===== config.mk =====
export PLATFORM = sky130hd
export DESIGN_NAME = addsub_accumulator
export DESIGN_NICKNAME = d
export VERILOG_FILES = /design/src/rtl/addsub_pkg.sv /design/src/rtl/addsub_core.sv /design/src/rtl/addsub_accumulator.sv
export SDC_FILE = /design/constraint.sdc
export NUM_CORES = 1
export LEC_CHECK = 0
export CAP_MARGIN = 20
export CORE_MARGIN = 1
export CORE_UTILIZATION = 50
export CTS_CLUSTER_DIAMETER = 150
export DETAILED_ROUTE_END_ITERATION = 7
export PLACE_DENSITY = 0.93
export SYNTH_ARGS = -nofsm -noshare
export SYNTH_HDL_FRONTEND = slang
export SYNTH_SLANG_ARGS = --single-unit

===== constraint.sdc =====
create_clock -name clk -period 9.4 [get_ports clk]
set_clock_uncertainty 0.15 [all_clocks]
set_input_delay 1.88 -clock clk [delete_from_list [all_inputs] [get_ports clk]]
set_output_delay 1.88 -clock clk [all_outputs]
set_load 0.1 [all_outputs]

===== src/rtl/addsub_pkg.sv =====
// Shared types and constants for the add/subtract accumulator stage.
// Saturation limits are used only when ACC_SATURATE_EN is defined.
package addsub_pkg;

  localparam int ACC_WIDTH = 20;

  typedef enum logic [1:0] {
    IDLE,
    ACC,
    DONE
  } state_t;

  // Largest and smallest signed values representable in w bits.
  function automatic logic [63:0] sat_max(int unsigned w);
    return (64'd1 << (w - 1)) - 64'd1;
  endfunction

  function automatic logic [63:0] sat_min(int unsigned w);
    return 64'd1 << (w - 1);
  endfunction

endpackage


===== src/rtl/addsub_core.sv =====
// Combinational WIDTH-bit two's-complement add/subtract with signed overflow detect.
module addsub_core
  import addsub_pkg::*;
#(
  parameter int WIDTH = ACC_WIDTH
) (
  input  logic [WIDTH-1:0] a,
  input  logic [WIDTH-1:0] b,
  input  logic             sub,
  output logic [WIDTH-1:0] sum,
  output logic             ovf
);

  logic [WIDTH-1:0] b_eff;
  logic [WIDTH:0]   full;
  logic             carry_into_msb;

  assign b_eff = b ^ {WIDTH{sub}};
  assign full  = {1'b0, a} + {1'b0, b_eff} + {{WIDTH{1'b0}}, sub};

  // The MSB sum bit is a ^ b ^ carry-in, so the carry into it can be recovered.
  assign carry_into_msb = full[WIDTH-1] ^ a[WIDTH-1] ^ b_eff[WIDTH-1];

  assign sum = full[WIDTH-1:0];
  assign ovf = carry_into_msb ^ full[WIDTH];

endmodule


===== src/rtl/addsub_accumulator.sv =====
// Accumulates a stream of signed add/sub operands and presents total, sticky overflow and beat count.
// Define ACC_SATURATE_EN to clamp the accumulator on overflow instead of wrapping.
module addsub_accumulator
  import addsub_pkg::*;
#(
  parameter int WIDTH = ACC_WIDTH,
  parameter int CNT_W = 8
) (
  input  logic             clk,
  input  logic             rst_n,
  input  logic             in_valid,
  output logic             in_ready,
  input  logic [WIDTH-1:0] in_data,
  input  logic             in_sub,
  input  logic             in_last,
  output logic             out_valid,
  input  logic             out_ready,
  output logic [WIDTH-1:0] out_sum,
  output logic             out_ovf,
  output logic [CNT_W-1:0] out_count
);

  state_t           state_q, state_d;
  logic [WIDTH-1:0] acc_q, acc_d;
  logic             ovf_q, ovf_d;
  logic [CNT_W-1:0] count_q, count_d;

  logic [WIDTH-1:0] core_sum;
  logic             core_ovf;
  logic [WIDTH-1:0] step_sum;

  addsub_core #(.WIDTH(WIDTH)) u_core (
    .a   (acc_q),
    .b   (in_data),
    .sub (in_sub),
    .sum (core_sum),
    .ovf (core_ovf)
  );

`ifdef ACC_SATURATE_EN
  localparam logic [WIDTH-1:0] SAT_HI = WIDTH'(sat_max(WIDTH));
  localparam logic [WIDTH-1:0] SAT_LO = WIDTH'(sat_min(WIDTH));

  // An overflowing step always moves away from the pre-step sign, so that sign picks the rail.
  assign step_sum = core_ovf ? (acc_q[WIDTH-1] ? SAT_LO : SAT_HI) : core_sum;
`else
  assign step_sum = core_sum;
`endif

  always_comb begin
    state_d = state_q;
    acc_d   = acc_q;
    ovf_d   = ovf_q;
    count_d = count_q;
    unique case (state_q)
      IDLE, ACC: begin
        if (in_valid) begin
          acc_d = step_sum;
          ovf_d = ovf_q | core_ovf;
          if (count_q != {CNT_W{1'b1}}) count_d = count_q + CNT_W'(1);
          state_d = in_last ? DONE : ACC;
        end
      end
      DONE: begin
        if (out_ready) begin
          state_d = IDLE;
          acc_d   = '0;
          ovf_d   = 1'b0;
          count_d = '0;
        end
      end
      default: state_d = IDLE;
    endcase
  end

  always_ff @(posedge clk) begin
    if (!rst_n) begin
      state_q <= IDLE;
      acc_q   <= '0;
      ovf_q   <= 1'b0;
      count_q <= '0;
    end else begin
      state_q <= state_d;
      acc_q   <= acc_d;
      ovf_q   <= ovf_d;
      count_q <= count_d;
    end
  end

  assign in_ready  = (state_q != DONE);
  assign out_valid = (state_q == DONE);
  assign out_sum   = acc_q;
  assign out_ovf   = ovf_q;
  assign out_count = count_q;

endmodule

; After elaboration in Yosys (flattened, before gate mapping)
; Index checks and enable logic that the tools add are counted.
[classes]
n_addsub = 3
eq_ne = 7
mux = 14
bitwise_logic = 5
reduce_logical = 6
[ops]
columns = operator, count
row1 = $mux 20, 2
row2 = $pmux 20 s2, 1
row3 = $mux 8, 3
row4 = $add 20x20->21, 1
row5 = $add 21x1->21, 1
row6 = $xor 20x20->20, 1
row7 = $pmux 8 s2, 1
row8 = $add 8x1->8 const B, 1
row9 = $ne 8x8->1 const B, 1
row10 = $mux 2, 3
row11 = $ne 2x2->1 const B, 3
row12 = $pmux 2 s2, 1
row13 = $reduce_and 4->1, 1
row14 = $reduce_and 3->1, 1
row15 = $xor 1x1->1, 3
row16 = $eq 2x1->1 const B, 1
row17 = $eq 2x2->1 const B, 1
row18 = $logic_not 2->1, 1
row19 = $mux 1, 2
row20 = $ne 2x1->1 const B, 1
row21 = $pmux 1 s2, 1
row22 = $reduce_and 2->1, 1
row23 = $reduce_bool 2->1, 1
row24 = $reduce_or 2->1, 1
row25 = $or 1x1->1, 1
[totals]
reg_bits = 31
inputBits = 26
out_inout_bits = 31

; Depth between registers and ports, before layout
; Gate-level depths: netlist of run 1.
[depth]
depth_word = 9
depth_mapped = 13
mapped_depth_nobuf = 11

; Hierarchy
; A second synthesis of run 1 with hierarchy kept.
[unflattened]
cells_unflattened = 306
area_unflattened_um2 = 2517.4
[modules_own_cells]
columns = module, instances, cells_each, area_per_inst_um2
row1 = addsub_core, 1, 173, 1310.0
row2 = addsub_accumulator, 1, 133, 1207.4

; Worst setup path after synthesis of run 1
; No wires, ideal clock.
[synth_timing]
path_kind = reg-to-output
from = register state_q[1]
to = output in_ready
t_arrival_ns = 2.836
path_slack_ns = 4.534
path_stages_with_launch = 3
n_path_buf = 0
path_cell_list = dfxtp_1 -> nor2b_1 -> inv_1
[synth_between]
elab_chain_cells = 1
[synth_lines]
columns = element, line_no
row1 = "start, declared", addsub_accumulator.sv:23  ; state_t state_q, state_d;
row2 = "start signal, assigned", addsub_accumulator.sv:83  ; state_q <= state_d;
row3 = $ne 2x2->1, addsub_accumulator.sv:90  ; assign in_ready = (state_q != DONE);
row4 = "end, declared", addsub_accumulator.sv:12  ; output logic in_ready,
; No other way between the ends.

; Worst setup path in the final report of run 1
[layout_timing]
from = input in_sub
to = register acc_q[15] (netlist: out_sum[15])
[layout_between]
elab_chain_cells = 5
[layout_lines]
columns = element, line_no
row1 = "start, declared", addsub_accumulator.sv:14  ; input logic in_sub,
row2 = $xor 20x20->20, addsub_core.sv:18  ; assign b_eff = b ^ {WIDTH{sub}};
row3 = $add 20x20->21, addsub_core.sv:19  ; assign full = {1'b0, a} + {1'b0, b_eff} + {{WIDTH{1'b0}}, sub};
row4 = $add 21x1->21 *, addsub_core.sv:19
row5 = $mux 20 *, addsub_accumulator.sv:57  ; if (in_valid) begin
row6 = $pmux 20 s2 *, addsub_accumulator.sv:55  ; unique case (state_q)
row7 = "end signal, assigned", addsub_accumulator.sv:79  ; acc_q <= '0;
row8 = "end signal, assigned", addsub_accumulator.sv:84  ; acc_q <= acc_d;
row9 = "end, declared", addsub_accumulator.sv:24  ; logic [WIDTH-1:0] acc_q, acc_d;
; Every way passes the cells marked *; elsewhere a longest branch is shown, timed or not. The select of a mux whose other input is x is not followed.
; A chain may end at the register's enable or synchronous reset.

==> summary.md, run 1 <==
| Metric | Value |
|---|---|
| Outcome | `finished, violations left` |
| Failing checks | `DRC` |
| Top_reg_cell synth | `dfxtp_1` |
| Final setup margin | `4.249 ns` |
| WL per Instance | `15.11 um` |
| P_leak | `1.327 nW` |
| F_max | `0.1941 GHz` |
| Clk buf depth | `2` |
| Initial cell density of the core | `a little over half` |
| Pwr dens | `226.7 nW/um2` |
| Vias in the first global route | `2,177` |
| Top cell type's share of synthesized area | `a little over a quarter` |
| Critical Path RT | `about 9.5 ns` |
| Peak VDD IR | `0.0001265 V` |
| DRT iter0 DRCs | `between 200 and 250` |
| Yosys top cell by area | `dfxtp_1` |
| Crit path max fanout | `11` |
| Drt first pass iters | `7` |
| Post-synth ARST share | `0%` |
| IO buf count | `56` |
| Via density | `just under 6` |
| Place WS | `3.819 ns` |
| Top-count cell post-synth | `nor2_1` |
| Clock sinks | `31` |
| Number of synthesized flops with an enable pin | `0` |
| Tcrit/Tclk final | `a little over half` |
| DR DRC count | `6` |
| CTS buffer count | `5` |
| Fin. max-slew vios | `0` |
| Syn Area/Cell | `7.974 um2` |
| Slowest stage delay, CP | `between 0.8 and 0.9 ns` |
| Largest net degree at the start of global routing | `21` |
| Gpl congestion | `0.8920` |
| Hold Crit Class | `reg2reg` |
| Post-synthesis sequential area ratio | `26.38%` |
| Post-synth cell types | `51` |
| Die height | `70.59 um` |
| Post-layout min period | `approximately 5.2 ns` |
| Setup bufs post-CTS | `0` |
| Worst-margin pin slew | `1.016 ns` |
| RSZ-0062 raised after global routing | `no` |
| CP Data Arrival Time | `between 5 and 6 ns` |
| Final ANT Viol Nets | `0` |
| Crit-path leading delay family | `compound AO/OA/AOI/OAI gates` |
| Yosys reg bits | `31` |
| Synth cell count leaders | `nor2_1 (34), xor2_1 (32), dfxtp_1 (31), nand2_1 (31), a21oi_1 (26)` |
| CTS H-tree lvls | `2` |
| Gates resized, CTS repair | `0` |
| P&R area growth vs syn | `30.48%` |
| Die Footprint | `4983 um2` |
| GRT Total Usage | `between 20% and 30%` |
| Post-layout util | `between 60 and 70%` |
| CP max stage cell | `clkdlybuf4s50_1` |
| Clock Pin Slew Worst Setup and Hold Paths | `0.07 ns` |
| Setup crit end kind | `flip-flop` |
| Post-Place Cells | `between 300 and 400` |
| Via count | `2,366` |
| ANT cells | `0` |
| Syn Inst Count | `around 300` |
| Routed Wire Length | `between 6000 and 7000 um` |
| Top cells by area, synth | `dfxtp_1 (26%), xor2_1 (12%), ha_1 (11%), a21oi_1 (5.5%), nor2_1 (5.4%)` |
| Slew headroom | `32.11%` |
| Crit Path Class | `in2reg` |
| IO Count | `57` |
| Final Non-Filler Cells | `approximately 400` |
| Crit start category | `primary input` |
| First-pass GRT wire length | `9818 um` |
| Share of post-route cells with drive strength above 1 | `5.444%` |
| Final nets | `395` |
| Cell Area, Synth | `2352 um2` |
| Most used cell, CP | `o21ai_2` |
| Gr ovfl total | `0` |
| DIE WIDTH | `70.59 um` |
| Crit-path cells | `clkdlybuf4s50_1, buf_8, xor2_1, ha_1, a21o_1, or3_1, nor3_1, o21bai_1, o21ai_2, o21ai_2, a311o_1, nand3_1` |
| CTS Hold Bufs | `0` |
| Synth Warn # | `0` |
| Initial antenna violation count | `0` |
| DP Wirelength | `4263 um` |
| Root Buffer | `clkbuf_8` |
| Standard-cell rows | `24` |
| Final setup TNS | `0 ns` |
| Final setup vio count | `0` |
| Max Cap Violations | `0` |
| Synth Net Count | `342` |
| Clock latency on the worst-skew pair | `0.30 ns` |
| Fin. Hold Viols | `0` |
| Core Area | `between 4000 and 5000 um2` |
| CTS tree | `yes` |
| CP Buf/Inv Count | `2` |
| Power Total | `0.0006959 W` |
## state kept, by name, summed over array words and instances (netlist names)
| name | count |
|---|---|
| out_sum | 20 |
| out_count | 8 |
| state_q | 2 |
| out_ovf | 1 |
## metal layers
layer	routed length (um)	vias up	GRT usage (%)
li1	-	1150	-
met1	2541	1091	29.80
met2	2957	111	42.50
met3	461	14	5.271
met4	98	0	8.444
met5	0	-	0
## cells by family (layout without fill, tap and decap cells)
| logic type | count (synthesis) | after routing | share of synthesized area, % |
|---|---|---|---|
| and+or+nand+nor | 96 | 96 | 19.04 |
| xor gates and xnor gates | 39 | 39 | 14.52 |
| DFF | 31 | 31 | 26.38 |
| buffers and inverters | 21 | 75 | 3.511 |
| muxes | 1 | 1 | 0.4255 |
| adders and majority gates | 21 | 21 | 11.49 |
| AOI/OAI and AO/OA | 86 | 86 | 24.63 |
## worst paths after layout
path | from | endpoint | slack, ns | cells past startpoint
hold reg to reg | out_ovf | out_ovf | 0.32 | 2
setup / recovery | in_sub | out_sum[15] | 4.25 | 12
setup reg to reg | out_sum[6] | out_sum[15] | 6.69 | 9
hold / removal | out_ovf | out_ovf | 0.32 | 2
## through the flow
| step | area, um2 | hold slack [ns] |
|---|---|---|
| floorplan | 2352 | 0.3001 |
| global placement | 2929 | 0.3156 |
| detailed placement | 2929 | 0.3106 |
| CTS | 3047 | 0.3218 |
| global route | 3069 | 0.3487 |
| finish | 3069 | 0.3212 |
## power by group
part           internal (W)  switching, W
Clock             0.0000858     0.0000564
Combinational      0.000129      0.000260
Sequential         0.000149     0.0000158
## worst reg2reg max path, cell delays in order (launching register included)
cell      delay [ns]
dfxtp_1         0.34
ha_1            0.39
a21o_1          0.22
or3_1           0.30
nor3_1          0.18
o21bai_1        0.18
o21ai_2         0.31
o21ai_2         0.13
a311o_1         0.38
nand3_1         0.07
## placed cells by master, fill, tap and decap left out, drive strengths merged, types with 9 or more instances in the layout
master	instances
clkdlybuf4s50	56
nor2	34
xor2	32
nand2	31
dfxtp	31
a21oi	26
ha	20
o21ai	20
inv	9
a21o	9
## area by class of cell
cell class	instances	area, um2
Multi-Input combinational cell	243	1649
Fill cell	348	1375
Sequential cell	31	620.6
Timing Repair Buffer	58	583.1
Clock buffer	6	82.58
Tap cell	52	65.06
Clock inverter	2	35.03
Inverter	9	33.78
Note: power is estimated with default switching activity, not from simulation.
==> run 2, diff against run 1 <==
--- a/config.mk
+++ b/config.mk
@@ -7,10 +7,10 @@
 export LEC_CHECK = 0
 export CAP_MARGIN = 20
 export CORE_MARGIN = 1
-export CORE_UTILIZATION = 50
+export CORE_UTILIZATION = 45
 export CTS_CLUSTER_DIAMETER = 150
 export DETAILED_ROUTE_END_ITERATION = 7
-export PLACE_DENSITY = 0.93
+export PLACE_DENSITY = 0.89
 export SYNTH_ARGS = -nofsm -noshare
 export SYNTH_HDL_FRONTEND = slang
 export SYNTH_SLANG_ARGS = --single-unit
==> constraint.sdc (replaced) <==
create_clock -name clk -period 4.31 [get_ports clk]
set_clock_uncertainty 0.15 [all_clocks]
set_input_delay 0.862 -clock clk [delete_from_list [all_inputs] [get_ports clk]]
set_output_delay 0.862 -clock clk [all_outputs]
set_load 0.1 [all_outputs]
==> summary.md, run 2 (synthesis gave the netlist of run 1 again) <==
| Metric | Value |
|---|---|
| CP Buf/Inv Count | `3 (+1)` |
| Via density | `5.551 (-5.9%)` |
| Gpl congestion | `0.9102 (+2.0%)` |
| Pwr dens | `489.0 nW/um2 (+120%)` |
| Hold Crit Class | `reg2reg` |
| P_leak | `1.339 nW (+0.90%)` |
| Clock sinks | `31 (unchanged)` |
| Crit path max fanout | `7 (-4)` |
| Tcrit/Tclk final | `85.20%` |
| CP Data Arrival Time | `3.74 ns (-1.50 ns)` |
| Psw | `0.0007209 W (+120%)` |
| Post-layout util | `63.59% (-5.5 points)` |
| Outcome | `finished clean` |
| Crit-path cells | `clkdlybuf4s50_1, buf_4, xor2_1, inv_1, fa_1, nand2b_1, a21oi_1, o21ai_0, o21ai_0, a21o_1, a21oi_1, xor2_1, o21ai_0` |
| Initial cell density of the core | `48.21% (-4.7 points)` |
| Power Total | `0.001517 W (+120%)` |
| Seq pwr share | `23.7% (about the same)` |
| Crit start category | `primary input` |
| Final setup vio count | `0 (unchanged)` |
| Die height | `74.30 um (+5.3%)` |
| Setup bufs post-CTS | `0 (unchanged)` |
| RSZ-0062 raised after global routing | `no` |
| DRT iter0 DRCs | `125 (-38%)` |
| Gr ovfl total | `0 (unchanged)` |
| Fin. max-slew vios | `0 (unchanged)` |
| Combinational fraction of design power | `56.1% (+0.2 points)` |
| Most frequent cells in the layout | `clkdlybuf4s50_1 (56), nor2_1 (34), xor2_1 (32), nand2_1 (31), dfxtp_1 (31)` |
| Sw Ratio | `47.51% (-0.20 points)` |
| Clock power share | `20.2% (-0.2 points)` |
| Final setup TNS | `0 ns (unchanged)` |
| Vias in the first global route | `2,173 (-0.18%)` |
| Slowest stage delay, CP | `0.50 ns (-0.36 ns)` |
| Min Hold Slack | `0.3204 ns (-0.0007950 ns)` |
| Most used cell, CP | `o21ai_0` |
| Final ANT Viol Nets | `0 (unchanged)` |
| Fin. Hold Viols | `0 (unchanged)` |
| Largest net degree at the start of global routing | `17 (-19%)` |
| GRT Total Usage | `23.06% (-1.3 points)` |
| Critical Path RT | `4.37 ns (-5.12 ns)` |
| Worst-margin pin slew | `0.9769 ns (-0.03935 ns)` |
| Crit-path leading delay family | `compound AO/OA/AOI/OAI gates` |
| P&R area growth vs syn | `31.92%` |
| Setup crit end kind | `flip-flop` |
| Root Buffer | `clkbuf_8` |
| DIE WIDTH | `74.30 um (+5.3%)` |
| Drt first pass iters | `4 (-3)` |
| CTS buffer count | `5 (unchanged)` |
| Die Footprint | `5520 um2 (+11%)` |
| Routed Wire Length | `5997 um (-1.0%)` |
| Slew headroom | `34.67% (+2.6 points)` |
| CTS Hold Bufs | `0 (unchanged)` |
| F_max | `0.2723 GHz` |
| CTS tree | `yes` |
| Initial antenna violation count | `0 (unchanged)` |
| Reg-to-reg slack, setup | `1.61 ns (-5.08 ns)` |
| Core Area | `4880 um2 (+9.8%)` |
| Internal power | `0.0007964 W (+120%)` |
| Clock Pin Slew Worst Setup and Hold Paths | `0.07 ns (about the same)` |
| Clock latency on the worst-skew pair | `0.29 ns (about the same)` |
| First-pass GRT wire length | `9722 um (-0.98%)` |
| DR DRC count | `0 (-6)` |
| IO Count | `57 (unchanged)` |
| Via count | `2,326 (-1.7%)` |
| ANT cells | `0 (unchanged)` |
| Share of post-route cells with drive strength above 1 | `6.250% (+0.81 points)` |
| IO buf count | `56 (unchanged)` |
| WL per Instance | `14.31 um (-5.3%)` |
| Standard-cell rows | `25 (+4.2%)` |
| DP Wirelength | `4417 um (+3.6%)` |
| Clk buf depth | `2 (unchanged)` |
| Final nets | `398 (+0.76%)` |
| CP max stage cell | `clkdlybuf4s50_1` |
| Peak VDD IR | `0.0002690 V (+110%)` |
| Commonest non-fill, non-tap cell in the layout | `clkdlybuf4s50_1` |
| Gates resized, CTS repair | `0 (unchanged)` |
| Max FFs per register | `20 (unchanged)` |
| Max Cap Violations | `0 (unchanged)` |
| Crit Path Class | `in2reg` |
| Post-layout min period | `3.672 ns` |
| CTS H-tree lvls | `2 (unchanged)` |
run 2: final timing paths:
path	startpoint	end	cells after the start
worst max-delay path	in_sub	out_sum[12]	13
worst max register to register	out_sum[0]	out_ovf	10
worst min-delay path	out_ovf	out_ovf	2
worst min register to register	out_ovf	out_ovf	2
run 2: cell type report:
type / instances / area (um2)
Multi-Input combinational cell: 243 / 1649
Clock buffer: 6 / 82.58
Tap cell: 67 / 83.83
Inverter: 9 / 33.78
Clock inverter: 2 / 35.03
Fill cell: 412 / 1777
Timing Repair Buffer: 61 / 598.1
Sequential cell: 31 / 620.6
run 2: stage by stage:
step | instances | setup WS (ns) | area [um2]
2_1_floorplan | 295 | 0.4615 | 2352
3_3_place_gp | 410 | 0.4196 | 2978
3_5_place_dp | 410 | 0.4087 | 2978
4_1_cts | 418 | 0.6608 | 3095
5_1_grt | 419 | 0.3833 | 3103
6_report | 419 | 0.6381 | 3103
run 2: per-layer routing:
| layer | global-route usage, % | wire (um) | share of wire, % | up-vias |
|---|---|---|---|---|
| met3 | 3.794 | 285 | 4.8 | 10 |
| met4 | 8.176 | 95 | 1.6 | 0 |
| met2 | 39.90 | 2832 | 47 | 64 |
| met1 | 28.95 | 2784 | 46 | 1092 |
| li1 | - | - | - | 1160 |
| met5 | 0 | 0 | 0 | - |
run 2: power groups by stage:
stage,clock network (W),logic (W),registers (W)
after global routing,0.000319,0.000911,0.000364
final,0.000307,0.000851,0.000360
after floorplan,0,0.000389,0.000627
after global placement,0,0.000822,0.000364
after detailed placement,0,0.000836,0.000365
after CTS,0.000310,0.000844,0.000359
run 2: worst min-delay path, stage by stage (launching register included):
cell and delay, ns:
dfxtp_1 0.31, nand3_1 0.06, o21ai_1 0.06
==> run 3, diff against run 2 <==
--- a/config.mk
+++ b/config.mk
@@ -9,6 +9,7 @@
 export CORE_MARGIN = 1
 export CORE_UTILIZATION = 45
 export CTS_CLUSTER_DIAMETER = 150
+export CTS_CLUSTER_SIZE = 20
 export DETAILED_ROUTE_END_ITERATION = 7
 export PLACE_DENSITY = 0.89
 export SYNTH_ARGS = -nofsm -noshare
==> results of run 3 <==
Final layout, timing and power as in run 2 (identical DEF).
